### src/rtl/scene_compositor.sv
// Scene compositor: double-buffered object positions and a 2-stage pixel hit/priority pipeline.
// Optional build macro SMASH_FLASH_EN adds the smash-ball flash (obj_id 5).

module scene_obj_hit #(
    parameter int W = 128
) (
    input  logic [9:0] h_cnt,
    input  logic [9:0] v_cnt,
    input  logic [9:0] pos_x,
    input  logic [9:0] pos_y,
    output logic       hit,
    output logic [6:0] dx,
    output logic [6:0] dy
);
    logic [10:0] dx_full, dy_full;

    // Subtract-and-compare keeps the test exact when pos + W would wrap past 1023.
    always_comb begin
        dx_full = {1'b0, h_cnt} - {1'b0, pos_x};
        dy_full = {1'b0, v_cnt} - {1'b0, pos_y};
        hit     = (h_cnt >= pos_x) && (v_cnt >= pos_y) &&
                  (dx_full < 11'(W)) && (dy_full < 11'(W));
        dx      = dx_full[6:0];
        dy      = dy_full[6:0];
    end
endmodule

module scene_compositor #(
    parameter int P_W     = 128,
    parameter int BALL_W  = 80,
    parameter int NET_X0  = 317,
    parameter int NET_X1  = 323,
    parameter int NET_TOP = 300
) (
    input  logic        clk,
    input  logic        rst_n,
    input  logic        valid,
    input  logic [9:0]  p1_pos_x,
    input  logic [9:0]  p1_pos_y,
    input  logic [9:0]  p2_pos_x,
    input  logic [9:0]  p2_pos_y,
    input  logic [9:0]  ball_pos_x,
    input  logic [9:0]  ball_pos_y,
    input  logic        ball_is_smash,
    input  logic        frame_start,
    input  logic [9:0]  h_cnt,
    input  logic [9:0]  v_cnt,
    input  logic        pix_en,
    output logic [2:0]  obj_id,
    output logic [13:0] sprite_addr,
    output logic        obj_valid,
    output logic        pending,
    output logic [7:0]  drop_cnt
);
    localparam int NUM_OBJ  = 3;
    localparam int OBJ_P1   = 0;
    localparam int OBJ_P2   = 1;
    localparam int OBJ_BALL = 2;
    localparam int STAGES   = 2;

    typedef struct packed {
        logic [9:0] x;
        logic [9:0] y;
    } pos_t;

    // loaded marks a set that has been committed at least once; the zeroed
    // post-reset set must not paint sprites at (0,0).
    typedef struct packed {
        pos_t [NUM_OBJ-1:0] pos;
        logic               smash;
        logic               loaded;
    } obj_set_t;

    obj_set_t shadow, active, cap;

    always_comb begin
        cap                = '0;
        cap.pos[OBJ_P1]    = {p1_pos_x, p1_pos_y};
        cap.pos[OBJ_P2]    = {p2_pos_x, p2_pos_y};
        cap.pos[OBJ_BALL]  = {ball_pos_x, ball_pos_y};
        cap.smash          = ball_is_smash;
        cap.loaded         = 1'b1;
    end

    // Commit uses the pre-edge shadow, so a same-cycle strobe lands in shadow for the next frame.
    always_ff @(posedge clk) begin
        if (!rst_n) begin
            shadow   <= '0;
            active   <= '0;
            pending  <= 1'b0;
            drop_cnt <= '0;
        end else begin
            if (frame_start && pending)
                active <= shadow;
            if (valid) begin
                shadow  <= cap;
                pending <= 1'b1;
                if (pending && !frame_start && drop_cnt != 8'hFF)
                    drop_cnt <= drop_cnt + 8'd1;
            end else if (frame_start) begin
                pending <= 1'b0;
            end
        end
    end

    // Stage 1: per-object hit test against the active set
    logic [NUM_OBJ-1:0]        hit_c, hit_s1;
    logic [NUM_OBJ-1:0][6:0]   dx_c, dy_c, dx_s1, dy_s1;
    logic                      net_c, net_s1;
    logic [STAGES:1]           vld_q;
    logic [STAGES:0]           vld_pipe;

    assign vld_pipe = {vld_q, pix_en};

    for (genvar g = 0; g < NUM_OBJ; g++) begin : g_obj
        scene_obj_hit #(
            .W (g == OBJ_BALL ? BALL_W : P_W)
        ) u_hit (
            .h_cnt (h_cnt),
            .v_cnt (v_cnt),
            .pos_x (active.pos[g].x),
            .pos_y (active.pos[g].y),
            .hit   (hit_c[g]),
            .dx    (dx_c[g]),
            .dy    (dy_c[g])
        );
    end

    assign net_c = (h_cnt >= 10'(NET_X0)) && (h_cnt < 10'(NET_X1)) &&
                   (v_cnt >= 10'(NET_TOP));

    always_ff @(posedge clk) begin
        if (!rst_n) begin
            hit_s1 <= '0;
            dx_s1  <= '0;
            dy_s1  <= '0;
            net_s1 <= 1'b0;
            vld_q  <= '0;
        end else begin
            hit_s1 <= hit_c & {NUM_OBJ{active.loaded}};
            dx_s1  <= dx_c;
            dy_s1  <= dy_c;
            net_s1 <= net_c;
            vld_q  <= vld_pipe[STAGES-1:0];
        end
    end

    // Stage 2: priority resolve and ROM address
    logic        flash_on;
    logic [2:0]  id_nxt;
    logic [13:0] addr_nxt, ball_addr;

`ifdef SMASH_FLASH_EN
    logic [2:0] flash_cnt;

    always_ff @(posedge clk) begin
        if (!rst_n)
            flash_cnt <= '0;
        else if (frame_start)
            flash_cnt <= flash_cnt + 3'd1;
    end

    assign flash_on = active.smash & flash_cnt[2];
`else
    logic unused_smash;
    assign unused_smash = active.smash ^ shadow.smash;
    assign flash_on     = 1'b0;
`endif

    // dy*80 + dx as shifts; both coordinates are below 80 so it peaks at 6399.
    assign ball_addr = ({7'd0, dy_s1[OBJ_BALL]} << 6) + ({7'd0, dy_s1[OBJ_BALL]} << 4) +
                       {7'd0, dx_s1[OBJ_BALL]};

    always_comb begin
        id_nxt   = 3'd0;
        addr_nxt = '0;
        if (vld_pipe[1]) begin
            if (hit_s1[OBJ_BALL]) begin
                id_nxt   = flash_on ? 3'd5 : 3'd4;
                addr_nxt = ball_addr;
            end else if (hit_s1[OBJ_P1]) begin
                id_nxt   = 3'd2;
                addr_nxt = {dy_s1[OBJ_P1], dx_s1[OBJ_P1]};
            end else if (hit_s1[OBJ_P2]) begin
                id_nxt   = 3'd3;
                addr_nxt = {dy_s1[OBJ_P2], 7'd127 - dx_s1[OBJ_P2]};
            end else if (net_s1) begin
                id_nxt   = 3'd1;
            end
        end
    end

    always_ff @(posedge clk) begin
        if (!rst_n) begin
            obj_id      <= '0;
            sprite_addr <= '0;
        end else begin
            obj_id      <= id_nxt;
            sprite_addr <= addr_nxt;
        end
    end

    assign obj_valid = vld_pipe[STAGES];
endmodule
### config.mk
export PLATFORM = sky130hd
export DESIGN_NAME = scene_compositor
export DESIGN_NICKNAME = d
export VERILOG_FILES = /design/src/rtl/scene_compositor.sv
export SDC_FILE = /design/constraint.sdc
export NUM_CORES = 1
export LEC_CHECK = 0
export ABC_CLOCK_PERIOD_IN_PS = 2400
export CORE_ASPECT_RATIO = 1.4
export CORE_MARGIN = 1.5
export CORE_UTILIZATION = 51
export DETAILED_ROUTE_END_ITERATION = 10
export HOLD_SLACK_MARGIN = 0.02
export PLACE_DENSITY = 0.81
export SETUP_SLACK_MARGIN = 0.15
export SYNTH_ARGS = -nofsm -noshare
export SYNTH_HDL_FRONTEND = slang
export SYNTH_SLANG_ARGS = --single-unit
### constraint.sdc
create_clock -name clk -period 2.4 [get_ports clk]
set_input_delay 0.48 -clock clk [delete_from_list [all_inputs] [get_ports clk]]
set_output_delay 0.48 -clock clk [all_outputs]
set_load 0.02 [all_outputs]
* Yosys cells after proc, flatten, opt, wreduce, memory -nomap -nowiden
Cells that the tools add are included.
** Storage, ports and cells
- Flip-flop bits (word level) :: 196
- Latch bits :: 0
- Memory bits (writable) :: 0
- Memory bits (read-only) :: 0
- Bits of input ports :: 86
- Memories :: 0
** Operators by class
- Add/subtract/negate cells :: 10
- Multiply operators :: 0
- Divide/modulo/power cells :: 0
- Order comparisons :: 15
- Eq/ne operators :: 1
- Shift-type cells :: 0
- Muxes and demuxes :: 9
- Bitwise operators :: 3
- Reduce and logical (&&, ||, !) cells :: 20
** Operator list (count)
- 10-bit by 10-bit subtractor with 11-bit output :: 6
- 10-bit greater-or-equal comparator :: 6
- 11-bit by 8-bit less-than comparator with 1-bit output, second input constant :: 4
- 14-bit 2-to-1 mux :: 3
- 11-bit by 7-bit less-than comparator with 1-bit output, second input constant :: 2
- 10-bit by 9-bit greater-or-equal comparator with 1-bit output, second input constant :: 2
- 13-bit by 11-bit adder with 14-bit output :: 1
- 14-bit by 7-bit adder with 14-bit output :: 1
- 1-bit logical AND :: 14
- 10-bit by 9-bit less-than comparator with 1-bit output, second input constant :: 1
- 8-bit by 1-bit adder with 8-bit output, second input constant :: 1
- 8-bit inequality test, second input constant :: 1
- 7-bit subtractor, first input constant :: 1
- 2-bit 2-to-1 mux :: 2
- 2-bit AND reduction :: 2
- 4-bit OR reduction :: 1
- 3-bit bitwise AND :: 1
- 1-bit 2-to-1 mux :: 3
- 3-bit 2-to-1 mux :: 1
- 3-bit OR reduction :: 1
- 1-bit NOT :: 2
- 2-bit nonzero test :: 1
- 1-bit logical NOT :: 1

* Depth between registers and ports, before layout
- Word-level depth :: 5
- Gate-level depth with buffers :: 10
- Mapped depth without buffers :: 10

* By module
From an unflattened synthesis, not the netlist that was laid out.
** Second synthesis, totals
- Cells, all modules :: 1143
- Area, all modules :: 10262.3 um2
** Modules (own cells, without submodules)
- scene_compositor :: instances 1, cells each 736, area each 7329.5 um2
- scene_obj_hit (g_obj[1].u_hit) :: instances 1, cells each 139, area each 1009.7 um2
- scene_obj_hit (g_obj[0].u_hit) :: instances 1, cells each 137, area each 982.2 um2
- scene_obj_hit (g_obj[2].u_hit) :: instances 1, cells each 131, area each 940.9 um2

* Least setup slack after synthesis
OpenSTA, ideal clock, no wires.
- Path kind :: input-to-reg
- From :: input v_cnt[1]
- To :: register hit_s1[2]
- Library setup time :: 0.103 ns
- Data arrival time :: 2.392 ns
- Data required time :: 2.297 ns
- Setup slack :: -0.096 ns
- Cell stages on the path :: 8
- Cell sequence :: ha_1 > nor2b_4 > o31a_1 > o41a_1 > or4_1 > a21oi_1 > o311ai_1 > a2111oi_2
** Between the ends
- Word-level cells in the longest chain between the ends :: 5
- Elaborated cells between the ends (all ways) :: 7
- Those cells by class :: add/sub (1); order compare (2); bitwise (1); reduce/logical (3)
** Ends and longest elaborated chain
- from (decl) :: line 47 : input logic [9:0] v_cnt,
- parallel branches: the longest is 3 deep, another holds 10-bit by 10-bit subtractor with 11-bit output
- 1-bit logical AND * :: line 22 : (dx_full < 11'(W)) && (dy_full < 11'(W));
- 3-bit bitwise AND * :: line 140 : hit_s1 <= hit_c & {NUM_OBJ{active.loaded}};
- to (signal assigned) :: line 140
- to (decl) :: line 107 : logic [NUM_OBJ-1:0] hit_c, hit_s1;
Mark *: on every way between the ends.
A chain may end at the register's enable or synchronous reset.

* Worst setup path after layout
- From :: register active[43] in the netlist's numbering
- To :: register hit_s1[2]
** Between the ends
- Word-level cells in the longest chain between the ends :: 5
- Elaborated cells between the ends (all ways) :: 7
- Those cells by class :: add/sub (1); order compare (2); bitwise (1); reduce/logical (3)
** Ends and longest elaborated chain
- from (decl) :: line 74 : obj_set_t shadow, active, cap;
- from (signal assigned) :: line 94 : active <= shadow;
- parallel branches: the longest is 3 deep, another holds 10-bit by 10-bit subtractor with 11-bit output
- 1-bit logical AND * :: line 22
- 3-bit bitwise AND * :: line 140
Marked as above.

==> results_dict.tcl <==
set metrics [dict create \
    clockBufferDepth 2 \
    grt_max_degree 173 \
    core_sq_um 18100 \
    start_util 0.524 \
    vias_per_cell 5.28 \
    finalHoldViolCount 0 \
    synth_top_family_by_area "simple AND/OR/NAND/NOR gates" \
    port_buffers 111 \
    synthCells 1120 \
    gp_congestion 0.906 \
    antenna_found_initial 0 \
    relSlewSlack 0.519 \
    wl_met2_um 12200 \
    overflow 0 \
    setup_viol 2 \
    ir_drop_mv 0.606 \
    r2r_cells 9 \
    dpl_worst_slack_ns -0.767 \
    ant_nets 0 \
    syn2layout_area_growth_pct 33.0 \
    synthAdderAreaFrac 0.114 \
    wl_met3_um 826 \
    cp.arrival_ns 2.78 \
    synth-edff-count 0 \
    grt_pass1_vias 8143 \
    wl_per_cell_um 15.3 \
    yosys.area_share.xor_xnor 0.0277 \
    fin_worst_skew_ns 0.0100 \
    min_path_cells 2 \
    clk_latency_ns 0.44 \
    ys_ff_latch 196 \
    wl_um 24400 \
    cp_max_fo 2 \
    die_h_um 164 \
    drc 0 \
    synth-seq-area-share 0.413 \
    r2r_start "active[43]" \
    synth_fp_nets 1288 \
    synth_top_area_cell "dfxtp_1" \
    tns_ns -0.0599 \
    drive_gt1_frac 0.176 \
    rr_endpoint "hit_s1[2]" \
    diodes 0 \
    muxShareOfSynthArea 0.0695 \
    place_hpwl_um 17800 \
    timing.final.crit_share 1.02 \
    criticalPathCategory "reg2reg" \
    synth_area_per_cell_sq_um 8.48 \
    die_x_um 118 \
    cts_buffers 17 \
    status "complete, but fails checks" \
    max_stage_delay_ns 0.53 \
    top_layer "met4" \
    critical_path.slowest_cell "or4_4" \
    tightest_slew_ns 0.721 \
    cp-end-kind "flop" \
    vias 8418 \
    worstHoldEndpoint "active[0]" \
    num_rows 58 \
    cp_cell_sequence "inv_2 > ha_4 > nor2b_4 > o31a_1 > o41a_1 > or4_4 > a21oi_2 > o311ai_2 > a2111oi_2" \
    rsz0062_at_grt "yes" \
    synth_cell_types 55 \
    synthFlopType "dfxtp_1" \
    synthSimpleGateAreaFrac 0.182 \
    design_area_sq_um 12600 \
    synth_warnings 0 \
    maxCapViolations 0 \
    hp-class "reg2reg" \
    max_freq_mhz 407 \
    cp.required_ns 2.72 \
    track_usage 0.256 \
    p_total_uw 7550 \
    final_max_slew_viol_count 0 \
    holdCritStartpoint "shadow[0]" \
    synth_top_area_share 0.413 \
    drt_iter0_drc 462 \
    h-tree-depth 4 \
    clk_pin_slew_ns 0.07 \
    met1_length_um 10100 \
    power_density_nw_per_um2 598 \
    violations "negative setup slack" \
    cp-start-kind "flop" \
    finalWorstSetupSlack_ns -0.0560 \
    layout.nets 1510 \
    synth_compound_area_frac 0.149 \
    cts_tree "built" \
    drt-pass1-iter-count 7 \
    synth_area_sq_um 9500 \
    place_area_sq_um 11700 \
    finalCriticalPeriod_ns 2.46 \
    cts.sinks 196 \
    clockRootBuffer "clkbuf_16" \
    r2r_slack_ns -0.06 \
    final_core_util 0.697 \
    fillers 1388 \
    fp.dieArea_sq_um 19500 \
    synth_area_leaders "dfxtp_1 41%, ha_1 9.7%, mux2i_1 7.0%, nor2_1 6.2%, a21oi_1 6.2%" \
    leakagePower_uw 0.00523 \
    startpoint "active[43]" \
    ctsHoldBuffers 0 \
    synthArstFlopShare 0 \
    ioPinCount 113 \
    grt_pass1_wl_um 39500 \
]
==> cells in the final DEF, fill, tap and decap left out, types with 5 or more instances in the layout <==
master | netlist | layout
dfxtp_1 | 196 | 188
nor2_1 | 158 | 157
nand2_1 | 145 | 144
buf_4 | 0 | 129
a21oi_1 | 117 | 108
clkdlybuf4s50_1 | 0 | 98
mux2i_1 | 66 | 66
inv_1 | 69 | 64
ha_1 | 74 | 64
o21ai_0 | 43 | 34
nor3_1 | 21 | 20
clkbuf_16 | 0 | 17
xor2_1 | 16 | 16
nor2b_1 | 18 | 15
nand2b_1 | 13 | 13
xnor2_1 | 14 | 13
o21a_1 | 10 | 10
a21o_1 | 9 | 9
a21oi_2 | 0 | 9
a211oi_1 | 9 | 9
a31oi_1 | 8 | 8
dfxtp_2 | 0 | 8
ha_4 | 0 | 7
o31a_1 | 6 | 6
nand3_1 | 6 | 6
dlygate4sd2_1 | 0 | 6
o21ai_1 | 0 | 5
a221oi_1 | 6 | 5
fa_1 | 8 | 5
buf_6 | 0 | 5
==> stage by stage <==
step / instances / hold slack (ns)
4_1_cts: 1592 / 0.452
3_3_place_gp: 1549 / 0.436
3_5_place_dp: 1549 / 0.442
6_report: 1595 / 0.451
2_1_floorplan: 1120 / 0.431
5_1_grt: 1595 / 0.469
==> synthesized netlist by cell type, types with 5 or more instances <==
| cell type | instances |
|---|---|
| dfxtp_1 | 196 |
| nor2_1 | 158 |
| nand2_1 | 145 |
| a21oi_1 | 117 |
| ha_1 | 74 |
| inv_1 | 69 |
| mux2i_1 | 66 |
| o21ai_0 | 43 |
| clkbuf_1 | 39 |
| nor3_1 | 21 |
| nor2b_1 | 18 |
| xor2_1 | 16 |
| xnor2_1 | 14 |
| nand2b_1 | 13 |
| o21a_1 | 10 |
| a211oi_1 | 9 |
| a21o_1 | 9 |
| a31oi_1 | 8 |
| fa_1 | 8 |
| a221oi_1 | 6 |
| buf_1 | 6 |
| nand3_1 | 6 |
| o31a_1 | 6 |
| and2_1 | 5 |
==> cells by family (layout without fill, tap and decap cells) <==
family                     after synthesis  count (layout)
adders and majority gates               82              82
muxes                                   66              66
DFF                                    196             196
buffers and inverters                  114             349
xor gates and xnor gates                30              30
AOI/OAI and AO/OA                      236             236
and+or+nand+nor                        396             396
==> critical path: cells and delay by family, from the launching register on <==
kind | cells | cell delay, ns
adders and majority gates | 1 | 0.21
buffers and inverters | 1 | 0.04
and+or+nand+nor | 2 | 0.66
DFF | 1 | 0.33
AOI/OAI and AO/OA | 5 | 1.09
==> how the worst max path moves through the flow <==
| stage | cells after the start | endpoint | slack [ns] |
|---|---|---|---|
| 4_1_cts | 9 | hit_s1[2] | -0.1 |
| 5_1_grt | 9 | hit_s1[2] | -0.16 |
| 2_1_floorplan | 8 | hit_s1[2] | -0.1 |
| 6_report | 9 | hit_s1[2] | -0.06 |
| 3_3_place_gp | 9 | hit_s1[2] | -0.66 |
| 3_5_place_dp | 9 | hit_s1[2] | -0.77 |
==> flip-flops by register name, summed over array words and instances (netlist names) <==
name / flops
active: 61
drop_cnt: 8
dx_s1: 21
dy_s1: 21
hit_s1: 3
net_s1: 1
obj_id: 3
pending: 1
shadow: 61
sprite_addr: 14
vld_q: 2
==> area by class of cell <==
| class | instances | area (sq um) | share of cell area |
|---|---|---|---|
| Timing Repair Buffer | 248 | 2190 | 0.173 |
| Clock buffer | 19 | 433 | 0.0343 |
| Sequential cell | 196 | 3930 | 0.311 |
| Inverter | 69 | 262 | 0.0207 |
| Tap cell | 240 | 300 | 0.0238 |
| Multi-Input combinational cell | 810 | 5380 | 0.426 |
| Clock inverter | 13 | 139 | 0.0110 |
==> layer usage <==
metal / vias up / track usage
li1: 4252 / -
met1: 3872 / 0.299
met2: 228 / 0.454
met3: 66 / 0.0394
met4: 0 / 0.132
met5: - / 0
==> repair_timing <==
action,in CTS,in global routing
setup endpoints to repair,14,9
pin swaps,21,12
buffers inserted,11,3
resized for setup,40,43
==> report_power, final <==
part	internal (uW)	switching, uW	total [uW]
combinational	667	646	1310
sequential	3400	72.0	3470
clock	1470	1300	2770
Power figures use the tool's default switching activity.
